<file path="src/rtl/operand_issue.sv">
// Single-entry operand collection and issue stage between decode and execute.
// Reads rs1/rs2 from the register file, snoops write-back for pending operands, issues once both resolve.
//
// state   | meaning
// IDLE    | empty, accepting a decoded instruction
// WAIT    | instruction held, collecting unresolved operands
// ISSUE   | operands resolved, presenting to execute
module operand_issue #(
  parameter int TAG_WIDTH = 2
) (
  input  logic                 clk,
  input  logic                 reset_n,
  input  logic                 flush,

  input  logic                 dec_valid,
  output logic                 dec_ready,
  input  logic                 dec_rs1_en,
  input  logic                 dec_rs2_en,
  input  logic [4:0]           dec_rs1_addr,
  input  logic [4:0]           dec_rs2_addr,
  input  logic                 dec_rd_en,
  input  logic [4:0]           dec_rd_addr,
  input  logic [31:0]          dec_payload,

  output logic                 rf_rd_ch0_en,
  output logic                 rf_rd_ch1_en,
  output logic [4:0]           rf_rd_ch0_addr,
  output logic [4:0]           rf_rd_ch1_addr,
  input  logic [31:0]          rf_rd_ch0_data,
  input  logic [31:0]          rf_rd_ch1_data,
  input  logic                 rf_rd_ch0_dirty,
  input  logic                 rf_rd_ch1_dirty,
  input  logic [TAG_WIDTH-1:0] rf_rd_ch0_tag,
  input  logic [TAG_WIDTH-1:0] rf_rd_ch1_tag,

  output logic                 rf_invalid_en,
  output logic [4:0]           rf_invalid_addr,
  input  logic [TAG_WIDTH-1:0] rf_new_tag,

  input  logic                 wb_en,
  input  logic [4:0]           wb_addr,
  input  logic [TAG_WIDTH-1:0] wb_tag,
  input  logic [31:0]          wb_data,

  output logic                 iss_valid,
  input  logic                 iss_ready,
  output logic [31:0]          iss_rs1_data,
  output logic [31:0]          iss_rs2_data,
  output logic                 iss_rd_en,
  output logic [4:0]           iss_rd_addr,
  output logic [TAG_WIDTH-1:0] iss_rd_tag,
  output logic [31:0]          iss_payload
);

  localparam logic [1:0] S_IDLE  = 2'd0;
  localparam logic [1:0] S_WAIT  = 2'd1;
  localparam logic [1:0] S_ISSUE = 2'd2;

  logic [1:0]  state_q, state_d;

  logic        rs1_en_q, rs2_en_q;
  logic [4:0]  rs1_addr_q, rs2_addr_q;
  logic        rd_en_q;
  logic [4:0]  rd_addr_q;
  logic [31:0] payload_q;
  logic        rs1_rdy_q, rs2_rdy_q;
  logic [31:0] rs1_data_q, rs2_data_q;

  logic        accept;
  logic        handshake;
  logic        rs1_res, rs2_res;
  logic [31:0] rs1_val, rs2_val;
  logic        rs1_done, rs2_done;

  assign iss_valid = (state_q == S_ISSUE);
  assign handshake = iss_valid & iss_ready & ~flush;

  always_comb begin
    dec_ready = 1'b0;
    case (state_q)
      S_IDLE:  dec_ready = ~flush;
      S_ISSUE: dec_ready = iss_ready & ~flush;
      default: dec_ready = 1'b0;
    endcase
  end

  assign accept = dec_valid & dec_ready;

  // Priority: unused or x0 operand, clean register, then matching write-back forward.
  always_comb begin
    rs1_res = 1'b0;
    rs1_val = 32'd0;
    if (!rs1_en_q || (rs1_addr_q == 5'd0)) begin
      rs1_res = 1'b1;
    end else if (!rf_rd_ch0_dirty) begin
      rs1_res = 1'b1;
      rs1_val = rf_rd_ch0_data;
    end else if (wb_en && (wb_addr == rs1_addr_q) && (wb_tag == rf_rd_ch0_tag)) begin
      rs1_res = 1'b1;
      rs1_val = wb_data;
    end
  end

  always_comb begin
    rs2_res = 1'b0;
    rs2_val = 32'd0;
    if (!rs2_en_q || (rs2_addr_q == 5'd0)) begin
      rs2_res = 1'b1;
    end else if (!rf_rd_ch1_dirty) begin
      rs2_res = 1'b1;
      rs2_val = rf_rd_ch1_data;
    end else if (wb_en && (wb_addr == rs2_addr_q) && (wb_tag == rf_rd_ch1_tag)) begin
      rs2_res = 1'b1;
      rs2_val = wb_data;
    end
  end

  assign rs1_done = rs1_rdy_q | rs1_res;
  assign rs2_done = rs2_rdy_q | rs2_res;

  always_comb begin
    state_d = state_q;
    case (state_q)
      S_IDLE: begin
        if (accept) state_d = S_WAIT;
      end
      S_WAIT: begin
        if (rs1_done && rs2_done) state_d = S_ISSUE;
      end
      S_ISSUE: begin
        if (handshake) state_d = dec_valid ? S_WAIT : S_IDLE;
      end
      default: state_d = S_IDLE;
    endcase
    if (flush) state_d = S_IDLE;
  end

  always_ff @(posedge clk or negedge reset_n) begin
    if (!reset_n) begin
      state_q <= S_IDLE;
    end else begin
      state_q <= state_d;
    end
  end

  always_ff @(posedge clk or negedge reset_n) begin
    if (!reset_n) begin
      rs1_en_q   <= 1'b0;
      rs2_en_q   <= 1'b0;
      rs1_addr_q <= 5'd0;
      rs2_addr_q <= 5'd0;
      rd_en_q    <= 1'b0;
      rd_addr_q  <= 5'd0;
      payload_q  <= 32'd0;
      rs1_rdy_q  <= 1'b0;
      rs2_rdy_q  <= 1'b0;
      rs1_data_q <= 32'd0;
      rs2_data_q <= 32'd0;
    end else if (accept) begin
      rs1_en_q   <= dec_rs1_en;
      rs2_en_q   <= dec_rs2_en;
      rs1_addr_q <= dec_rs1_addr;
      rs2_addr_q <= dec_rs2_addr;
      rd_en_q    <= dec_rd_en;
      rd_addr_q  <= dec_rd_addr;
      payload_q  <= dec_payload;
      rs1_rdy_q  <= 1'b0;
      rs2_rdy_q  <= 1'b0;
      rs1_data_q <= 32'd0;
      rs2_data_q <= 32'd0;
    end else if ((state_q == S_WAIT) && !flush) begin
      // A resolved operand is frozen so later write-backs cannot overwrite it.
      if (!rs1_rdy_q && rs1_res) begin
        rs1_rdy_q  <= 1'b1;
        rs1_data_q <= rs1_val;
      end
      if (!rs2_rdy_q && rs2_res) begin
        rs2_rdy_q  <= 1'b1;
        rs2_data_q <= rs2_val;
      end
    end
  end

  assign rf_rd_ch0_en   = (state_q == S_WAIT) & rs1_en_q & ~rs1_rdy_q;
  assign rf_rd_ch1_en   = (state_q == S_WAIT) & rs2_en_q & ~rs2_rdy_q;
  assign rf_rd_ch0_addr = rs1_addr_q;
  assign rf_rd_ch1_addr = rs2_addr_q;

  assign rf_invalid_en   = handshake & rd_en_q & (rd_addr_q != 5'd0);
  assign rf_invalid_addr = rd_addr_q;

  // The tag is only meaningful in the handshake cycle when rd is actually claimed.
  assign iss_rd_tag   = rf_invalid_en ? rf_new_tag : '0;
  assign iss_rs1_data = rs1_data_q;
  assign iss_rs2_data = rs2_data_q;
  assign iss_rd_en    = rd_en_q;
  assign iss_rd_addr  = rd_addr_q;
  assign iss_payload  = payload_q;

endmodule

</file>
<file path="config.mk">
export PLATFORM = sky130hd
export DESIGN_NAME = operand_issue
export DESIGN_NICKNAME = d
export VERILOG_FILES = /design/src/rtl/operand_issue.sv
export SDC_FILE = /design/constraint.sdc
export NUM_CORES = 1
export LEC_CHECK = 0
export ABC_AREA = 1
export ABC_CLOCK_PERIOD_IN_PS = 1700
export BUFFER_PORTS_ARGS = -buffer_cell sky130_fd_sc_hd__buf_2
export CORE_UTILIZATION = 40
export CTS_BUF_LIST = sky130_fd_sc_hd__clkbuf_8
export DETAILED_ROUTE_END_ITERATION = 10
export HOLD_SLACK_MARGIN = 0.15
export MAX_ROUTING_LAYER = met4
export PLACE_DENSITY = 0.7
export SKIP_LAST_GASP = 1
export SYNTH_ARGS = -nofsm -noshare
export SYNTH_HDL_FRONTEND = slang
export SYNTH_SLANG_ARGS = --single-unit
export TNS_END_PERCENT = 5
</file>
<file path="constraint.sdc">
create_clock -name clk -period 1.7 [get_ports clk]
set_input_delay 0.255 -clock clk [delete_from_list [all_inputs] [get_ports clk]]
set_output_delay 0.255 -clock clk [all_outputs]
set_load 0.02 [all_outputs]
</file>
; ---- Word level (Yosys, flattened, before mapping)
; Index checks and enable logic that the tools add are counted.
[op_classes]
n_mux = 32
bitwise = 15
n_eq_ne = 9
n_reduce_logical = 25
[ops]
columns = op, count
row1 = $mux W32, 12
row2 = $mux W1, 13
row3 = $and A1 B1 Y1, 10
row4 = $eq A5 B5 Y1, 2
row5 = $logic_not A5 Y1, 2
row6 = $mux W2, 5
row7 = $logic_and A1 B1 Y1, 8
row8 = $ne A3 B3 Y1 const B, 2
row9 = $pmux W2 S3, 1
row10 = $reduce_bool A2 Y1, 3
row11 = $logic_not A1 Y1, 5
row12 = $reduce_bool A5 Y1, 1
row13 = $eq A2 B2 Y1, 2
row14 = $reduce_and A2 Y1, 2
row15 = $ne A3 B2 Y1 const B, 1
row16 = $not A1 Y1, 3
row17 = $reduce_and A3 Y1, 1
row18 = $eq A2 B1 Y1 const B, 1
row19 = $eq A2 B2 Y1 const B, 1
row20 = $logic_not A2 Y1, 1
row21 = $logic_or A1 B1 Y1, 2
row22 = $or A1 B1 Y1, 2
row23 = $pmux W1 S2, 1
[word_totals]
reg_bits = 118
in_bits = 167
wordCells = 93
out_inout_bits = 124

; ---- Longest topological paths before layout
; Gate-level depths: netlist of run 1.
[depth]
depth_word = 11
ltp_mapped = 13
depth_no_buf = 12

; ---- Least setup slack after synthesis of run 1
; Ideal clock, no wire load.
[synth_path]
path_type = flip-flop to flip-flop
startpoint = register state_q[0]
endpoint = register rs1_data_q[0] (netlist: iss_rs1_data[0])
synth_period_minus_slack_ps = 1557
t_arrival_ps = 1439
setup_time_ps = 118
path_slack_ps = 143
stages_incl_launch_ff = 9
n_path_buf = 2
cell_sequence = dfrtp_1 -> nor2_2 -> inv_2 -> a21oi_2 -> nand2_2 -> buf_2 -> buf_2 -> nand3_1 -> nand2_1
[synth_between]
elab_chain_len = 5
[synth_lines]
columns = item, line
row1 = from (decl), 59  ; logic [1:0] state_q, state_d;
row2 = from (signal assigned), 142  ; state_q <= state_d;
row3 = $eq A2 B2 Y1 or $logic_not A2 Y1 (tied branches), 80  ; case (state_q)
row4 = $pmux W1 S2 (*), 80
row5 = via dec_ready, 16  ; output logic dec_ready,
row6 = $and A1 B1 Y1 (*), 87  ; assign accept = dec_valid & dec_ready;
row7 = $reduce_bool A2 Y1 (no source line), -
row8 = $reduce_and A2 Y1 (no source line), -
row9 = to (signal assigned), 175  ; rs1_data_q <= rs1_val;
row10 = to (decl), 67  ; logic [31:0] rs1_data_q, rs2_data_q;
; The timed path passes the listed nets; every way through them passes the cells marked *.
; A chain may end at the register's enable or synchronous reset.

; ---- Final worst setup path of run 1
[layout_path]
startpoint = register state_q[0]
endpoint = output port iss_rd_tag[0]
[layout_between]
elab_chain_len = 6
[layout_lines]
columns = item, line
row1 = $eq A2 B2 Y1, 75  ; assign iss_valid = (state_q == S_ISSUE);
row2 = $and A1 B1 Y1 (2 in series), 76  ; assign handshake = iss_valid & iss_ready & ~flush;
row3 = $and A1 B1 Y1 (2 in series), 189  ; assign rf_invalid_en = handshake & rd_en_q & (rd_addr_q != 5'd0);
row4 = $mux W2, 193  ; assign iss_rd_tag = rf_invalid_en ? rf_new_tag : '0;
row5 = to (decl), 51  ; output logic [TAG_WIDTH-1:0] iss_rd_tag,
; No other way between the ends.

==> results by group, run 1 <==
Clock network
  • Root buffer cell: clkbuf_8
  • CTS buffer count: 17
  • Clock slew at reported path FFs: roughly 0.080 ns
  • Latest clock arrival within the worst-skew pair: 0.44 ns
  • Bufs on Longest Clock Path: 2
  • TritonCTS clock tree: done
  • Clock sinks: 118
  • H-tree depth: 4

Worst setup path
  • Worst-path cell with the longest stage delay: dfrtp_1
  • Startpoint types: register
  • Worst EP arrival: 1.53 ns
  • Worst setup startpoint: state_q[0]
  • Worst reg2reg path depth: 9
  • Slowest stage delay, CP: 0.42 ns
  • R2r startpoint: state_q[1]
  • Crit-path leading delay family: simple AND/OR/NAND/NOR gates
  • Setup CP Type: register to output pin
  • Critical Path, Cell by Cell: nor2_4 > inv_2 > nor3_4 > nand3_2 > nor2_1 > buf_4
  • Critical Path RT: 1.44 ns
  • R2r endpoint: iss_rs2_data[7]
  • FF-to-FF setup slack: 0.09 ns
  • Worst Path Buf+Inv: 2
  • Setup crit end kind: output pin
  • Crit path max fanout: 3

Power
  • Final Power: 8.99 mW
  • Power per cell area: 974 mW/mm^2
  • Pleak: 5.41 nW
  • Worst vdd ir: 0.000642 V

Floorplanning
  • CORE AREA: 0.0152 sq mm
  • Die Height: 127 microns
  • Initial core utilization: 40.9%
  • Die extent in x: about 130 microns
  • Io pins: 291
  • Die area: 0.0160 sq mm
  • Rows: 45

Logic synthesis
  • Commonest cells post-synth: nand2_1, nand3_1, dfrtp_1
  • Synthesized instance count: 880
  • Compound-Gate Fraction of Synth Area: 4.45%
  • Unique cell type count in the Yosys netlist: 22
  • Syn Nets: 1047
  • Async SR Flop Fraction: between 90% and 100%
  • Yosys top cell area share: a little under half
  • Mux share of post-synthesis cell area: 0%
  • EDFF count, synth: 0
  • Synth warnings: 0
  • Largest family of logic cells by synthesized area: simple AND/OR/NAND/NOR gates
  • Synth Register Bits: about 120
  • Simple logic cell fraction of the synthesized area: 40.1%
  • Post-synthesis adder-cell area fraction: 0%
  • Mean Syn Cell Area: 7.06 sq um
  • Synth area leader: dfrtp_1
  • Post-synthesis sequential area ratio: 47.5%
  • Cell Area, Synth: 0.00621 sq mm
  • Main synth FF type: dfrtp_1
  • Post-Synth XOR/XNOR Area: 0%
  • Cell with the most instances after synthesis: nand2_1
  • Largest cells by area after synthesis: dfrtp_1, nand2_1, nand3_1, nor2_1, o21ai_0

GRT
  • Initial antenna violation count: 0
  • Met3 usage: 6.12%
  • Gr usage total: 27.7%
  • Number of global-route vias before repair: 6775
  • First-pass GRT wire length: approximately 34 mm
  • Pin count of the biggest net entering global routing: 65
  • GR Layer Usage met1: between 30% and 40%
  • Met2 usage: 44.2%
  • Busiest grt layer: met2
  • Total grt overflow: 0

Status
  • Status: complete, but fails checks
  • Violated checks: setup timing

Timing
  • Max_slew headroom: 73.7%
  • Crit share post-route: 105%
  • Max-slew violation count: 0
  • Final Hold Viols: 0
  • Layout Skew: about 0.013 ns
  • Slew @ Worst Pin: 0.394 ns
  • Fin crit period: 1.79 ns
  • Final WS setup: -0.0860 ns
  • Max Fclk: 560 MHz
  • RSZ-0062 raised after global routing: yes
  • Setup Viol. Count Final: 3

Route
  • Via Count: 7079
  • Routed WL per cell: between 10 and 15 microns
  • Router iterations before antenna repair: 4
  • Antenna-violating nets left: 0
  • Residual DRC: 0
  • DR iter-0 viols: 408
  • Wirelength, routed: 21.2 mm
  • Vias/cell: 4.94

Worst hold path
  • Hold Path Class: input port to register
  • Hold EP: iss_rs1_data[19]
  • Hold path start: rf_rd_ch0_data[19]
  • Worst hold path stage count: 5

Place
  • HPWL after DPL: ~14 mm
  • # port buffers: 290
  • Place WS: 0.125 ns
  • Final GP Congestion: 0.959

Flow run
  • Max-cap viol count: 0

Cells and area
  • Fraction of layout cells with a size suffix above 1: 29.1%
  • Sequential Area: 0.00295 sq mm
  • Area of the multi-input gates: 0.00279 sq mm
  • Ant diodes: 0
  • Syn-to-layout area delta: 48.7%
  • Fill cells: 1331
  • Nets@finish: around 1400
-- worst register-to-register path, stage by stage, from the launching register on --
cell and delay, ns:
dfrtp_1 0.43, inv_2 0.12, nand2_2 0.09, nor2_2 0.13, inv_2 0.07, nor2_4 0.11, a21boi_4 0.21, buf_12 0.20
nand3_1 0.12, nand2_1 0.07
-- flip-flops by register name (all words and copies together) (netlist names) --
register	flops
iss_rs1_data	32
rs1_rdy_q	1
iss_rs2_data	32
state_q	2
rs2_rdy_q	1
iss_rd_addr	5
iss_rd_en	1
rs2_en_q	1
rf_rd_ch0_addr	5
iss_payload	32
rf_rd_ch1_addr	5
rs1_en_q	1
-- stage by stage --
stage / hold slack, ns / instances / instance area (sq um) / util (%) / TNS, ns
after global routing: 0.165 / 1432 / 9240 / 60.8 / -2.08
after CTS: 0.150 / 1431 / 9220 / 60.6 / -0.381
after floorplan: -0.0406 / 880 / 6210 / - / 0
after detailed placement: 0.207 / 1316 / 7890 / 51.9 / 0
after global placement: 0.201 / 1316 / 7890 / 51.9 / 0
final: 0.168 / 1432 / 9240 / 60.8 / -0.202
-- power breakdown --
group / total [mW] / switching (mW) / internal (mW)
Sequential: 3.39 / 0.241 / 3.15
Clock: 3.14 / 1.21 / 1.93
Combinational: 2.46 / 1.56 / 0.909
-- layout by cell type, fill, tap and decap left out --
master / netlist / layout
nor3_1: 2 / 1
dfrtp_2: 0 / 1
nand2_4: 0 / 1
nor2_1: 81 / 81
o21ai_0: 42 / 42
nand3_2: 0 / 1
nor2_2: 2 / 1
a21boi_4: 1 / 1
buf_12: 0 / 14
dfrtp_1: 118 / 117
inv_1: 38 / 40
nor2_4: 2 / 3
clkbuf_8: 0 / 18
nand2_2: 5 / 4
o21ai_1: 3 / 3
buf_2: 19 / 286
a21oi_2: 1 / 1
buf_4: 8 / 10
nor3_4: 0 / 1
nand2_1: 374 / 374
dlygate4sd3_1: 0 / 82
bufinv_16: 0 / 6
o21ai_2: 1 / 1
inv_2: 7 / 7
a21oi_1: 3 / 3
clkinv_4: 0 / 4
nand3_1: 137 / 136
clkinv_2: 0 / 2
nand4_1: 3 / 3
-- layer usage --
layer,share of wire [%],vias up
li1,-,3459
met1,43,3269
met2,48,314
met3,6.9,37
met4,2.4,0
met5,0,-
-- timing repair --
action | 4_1_cts | 5_1_grt
setup endpoints to repair | 4 | 40
endpoints found under the hold margin | 198 | 0
pin swaps | 3 | 3
resized for setup | 4 | 4
setup buffers | 1 | 1
hold buffers | 82 | 0
-- area by class of cell --
type                    instances  area share [%]
clock inverters                14            2.52
inverters                      45            1.83
well taps                     188            2.55
repair buffers                392            28.2
clock buffers                  18            2.68
multi-input cells             657            30.2
flip-flops and latches        118            32.0
-- worst max-delay path by stage --
| stage | end | slack (ns) | depth (start not counted) |
|---|---|---|---|
| after floorplan | iss_rs1_data[0] | 0.14 | 8 |
| after global placement | iss_rs1_data[25] | 0.17 | 10 |
| after detailed placement | iss_rs1_data[4] | 0.13 | 10 |
| after CTS | iss_rd_tag[0] | -0.15 | 6 |
| after global routing | iss_rd_tag[0] | -0.20 | 6 |
| final | iss_rd_tag[0] | -0.09 | 6 |
-- cell families (layout without fill, tap and decap cells) --
kind of cell,after synthesis,in the layout
AO/OA/AOI/OAI,51,51
buffers and inverters,105,469
flip-flops,118,118
AND/OR/NAND/NOR,606,606
No activity file was read; power rests on OpenSTA's default activity.
==> run 2: changes to the inputs <==
--- a/config.mk
+++ b/config.mk
@@ -13,7 +13,7 @@
 export DETAILED_ROUTE_END_ITERATION = 10
 export HOLD_SLACK_MARGIN = 0.15
 export MAX_ROUTING_LAYER = met4
-export PLACE_DENSITY = 0.7
+export PLACE_DENSITY_LB_ADDON = 0.1
 export SKIP_LAST_GASP = 1
 export SYNTH_ARGS = -nofsm -noshare
 export SYNTH_HDL_FRONTEND = slang
==> run 2 against run 1 <==
Effect of this change:
- non-clock buffer count increased by 4
- routed wire length increased by 0.85%
- clock-buffer cell count increased by 4
- largest cell class unchanged
- largest power group unchanged
- global-route usage increased by 0.50 points
- highest routed layer unchanged
- critical endpoint unchanged
- the flow still finishes with violations (setup timing)
==> results by group, run 2 (synthesis results as in run 1) <==
GRT
  • Number of global-route vias before repair: 6573 (was 6775)
  • Gr usage total: 28.2% (was 27.7%)
  • Pin count of the biggest net entering global routing: 74 (was 65)
  • Total grt overflow: 0 (unchanged)
  • First-pass GRT wire length: 34.3 mm (was 33.9 mm)
  • Initial antenna violation count: 0 (unchanged)

Floorplanning
  • Initial core utilization: 40.9% (unchanged)
  • Die extent in x: 127 microns (unchanged)
  • CORE AREA: 0.0152 sq mm (unchanged)
  • Rows: 45 (unchanged)
  • Die area: 0.0160 sq mm (unchanged)
  • Io pins: 291 (unchanged)
  • Die Height: 127 microns (unchanged)

Cells and area
  • Syn-to-layout area delta: 47.8% (was 48.7%)
  • Commonest cells after routing, fill and taps aside: nand2_1, buf_2, nand3_1 (unchanged)
  • Fill cells: 1438 (was 1331)
  • Fraction of layout cells with a size suffix above 1: 29.3% (was 29.1%)
  • Commonest non-fill, non-tap cell in the layout: nand2_1 (unchanged)
  • Ant diodes: 0 (unchanged)
  • Nets@finish: 1402 (was 1398)

Timing
  • Setup Viol. Count Final: 5 (was 3)
  • Crit share post-route: 108% (was 105%)
  • Max Fclk: 545 MHz (was 560 MHz)
  • RSZ-0062 raised after global routing: yes (unchanged)
  • Max_slew headroom: 67.5% (was 73.7%)
  • Layout Skew: 0.00862 ns (was 0.0127 ns)
  • Fin crit period: 1.84 ns (was 1.79 ns)
  • Final Hold Viols: 0 (unchanged)
  • Worst Hold Slack: 0.171 ns (was 0.168 ns)
  • Final WS setup: -0.136 ns (was -0.0860 ns)
  • Max-slew violation count: 0 (unchanged)
  • Slew @ Worst Pin: 0.488 ns (was 0.394 ns)

Clock network
  • Clock slew at reported path FFs: 0.07 ns (was 0.08 ns)
  • Bufs on Longest Clock Path: 2 (unchanged)
  • Clock sinks: 118 (unchanged)
  • H-tree depth: 4 (unchanged)
  • Latest clock arrival within the worst-skew pair: 0.44 ns (about the same)
  • TritonCTS clock tree: done (unchanged)
  • Root buffer cell: clkbuf_8 (unchanged)
  • CTS buffer count: 17 (unchanged)

Status
  • Status: complete, but fails checks (unchanged)
  • Violated checks: setup timing (unchanged)

Power
  • Final Power: 8.61 mW (was 8.99 mW)
  • Power share of the combinational group: 28.6% (was 27.4%)
  • Pleak: 5.38 nW (was 5.41 nW)
  • Sw Ratio: 34.0% (was 33.4%)
  • Power per cell area: 938 mW/mm^2 (was 974 mW/mm^2)
  • Internal power: 5.69 mW (was 5.99 mW)
  • Clock network fraction of total power: 32.1% (was 34.9%)
  • P_sw: 2.93 mW (was 3.01 mW)
  • Worst vdd ir: 0.000696 V (was 0.000642 V)
  • Power share of the sequential group: 39.3% (was 37.7%)

Route
  • Vias/cell: 4.87 (was 4.94)
  • Via Count: 6986 (was 7079)
  • Wirelength, routed: 21.4 mm (was 21.2 mm)
  • Antenna-violating nets left: 0 (unchanged)
  • DR iter-0 viols: 378 (was 408)
  • Residual DRC: 0 (unchanged)
  • Router iterations before antenna repair: 6 (was 4)
  • Routed WL per cell: 14.9 microns (was 14.8 microns)

Worst setup path
  • Startpoint types: register (unchanged)
  • Setup crit end kind: output pin (unchanged)
  • Worst EP arrival: 1.58 ns (was 1.53 ns)
  • Critical Path RT: 1.44 ns (about the same)
  • Setup CP Type: register to output pin (unchanged)
  • Crit path max fanout: 3 (unchanged)

Flow run
  • Max-cap viol count: 0 (unchanged)

Place
  • Place WS: 0.103 ns (was 0.125 ns)
  • Final GP Congestion: 0.895 (was 0.959)
  • HPWL after DPL: 14.5 mm (was 14.2 mm)
  • # port buffers: 290 (unchanged)

Worst hold path
  • Hold Path Class: input port to register (unchanged)
## run 2: cell types whose count changed in the layout (fill, tap and decap cells not counted), moves of 2 or more
cell | previous run | this run
buf_12 | 14 | 12
buf_4 | 10 | 15
bufinv_16 | 6 | 3
clkbuf_8 | 18 | 22
clkinv_4 | 4 | 0
clkinvlp_4 | 0 | 2
## run 2: layer usage
metal / vias to the layer above / track usage [%] / share of wire (%)
li1: 3465 / - / -
met2: 346 / 42.8 / 46
met3: 30 / 6.12 / 7.4
met5: - / - / 0
met1: 3145 / 37.6 / 45
met4: 0 / 9.07 / 1.7
## run 2: power by group through the flow
stage	registers [mW]	logic (mW)	clock network, mW
finish	3.38	2.46	2.77
global route	3.43	2.70	2.97
CTS	3.38	2.45	2.83
detailed placement	3.42	2.29	0
global placement	3.43	2.28	0
floorplan	3.81	0.952	0
## run 2: final cells by class
type / instances / area [sq um] / share of cell area (%)
multi-input cells: 657 / 2790 / 30.4
clock buffers: 22 / 303 / 3.30
clock inverters: 9 / 124 / 1.35
flip-flops and latches: 118 / 2950 / 32.2
well taps: 188 / 235 / 2.56
repair buffers: 396 / 2610 / 28.4
inverters: 45 / 169 / 1.84
## run 2: worst paths after layout
path,startpoint,end,slack [ns],cells after the start
setup / recovery,state_q[0],iss_rd_tag[0],-0.14,6
hold / removal,rf_rd_ch1_data[5],iss_rs2_data[5],0.17,5
setup reg to reg,rf_rd_ch0_addr[1],iss_rs1_data[11],0.09,11
hold reg to reg,iss_payload[17],iss_payload[17],0.48,2
max in group asynchronous,reset_n,iss_rs1_data[14],0.81,3
min in group asynchronous,reset_n,iss_rs1_data[7],0.30,2
## run 2: timing repair
action,in CTS,in global routing
resized for setup,5,0
buffers inserted,2,2
hold endpoints to repair,128,0
setup endpoints to repair,5,44
pin swaps,2,3
hold buffers,82,0
## run 2: through the flow
stage               util (%)  area (sq um)  instances  setup TNS (ns)
finish                  60.4          9180       1435          -0.521
detailed placement      51.8          7880       1318               0
global route            60.4          9180       1435           -3.90
global placement        51.8          7880       1318               0
floorplan                  -          6210        880               0
CTS                     60.3          9170       1433          -0.424
## run 2: critical path: stages, from the launching register on
cell	delay (ns)
dfrtp_1	0.40
nor2_2	0.13
inv_2	0.08
nor3_4	0.14
nand3_2	0.12
nor2_1	0.12
buf_4	0.14
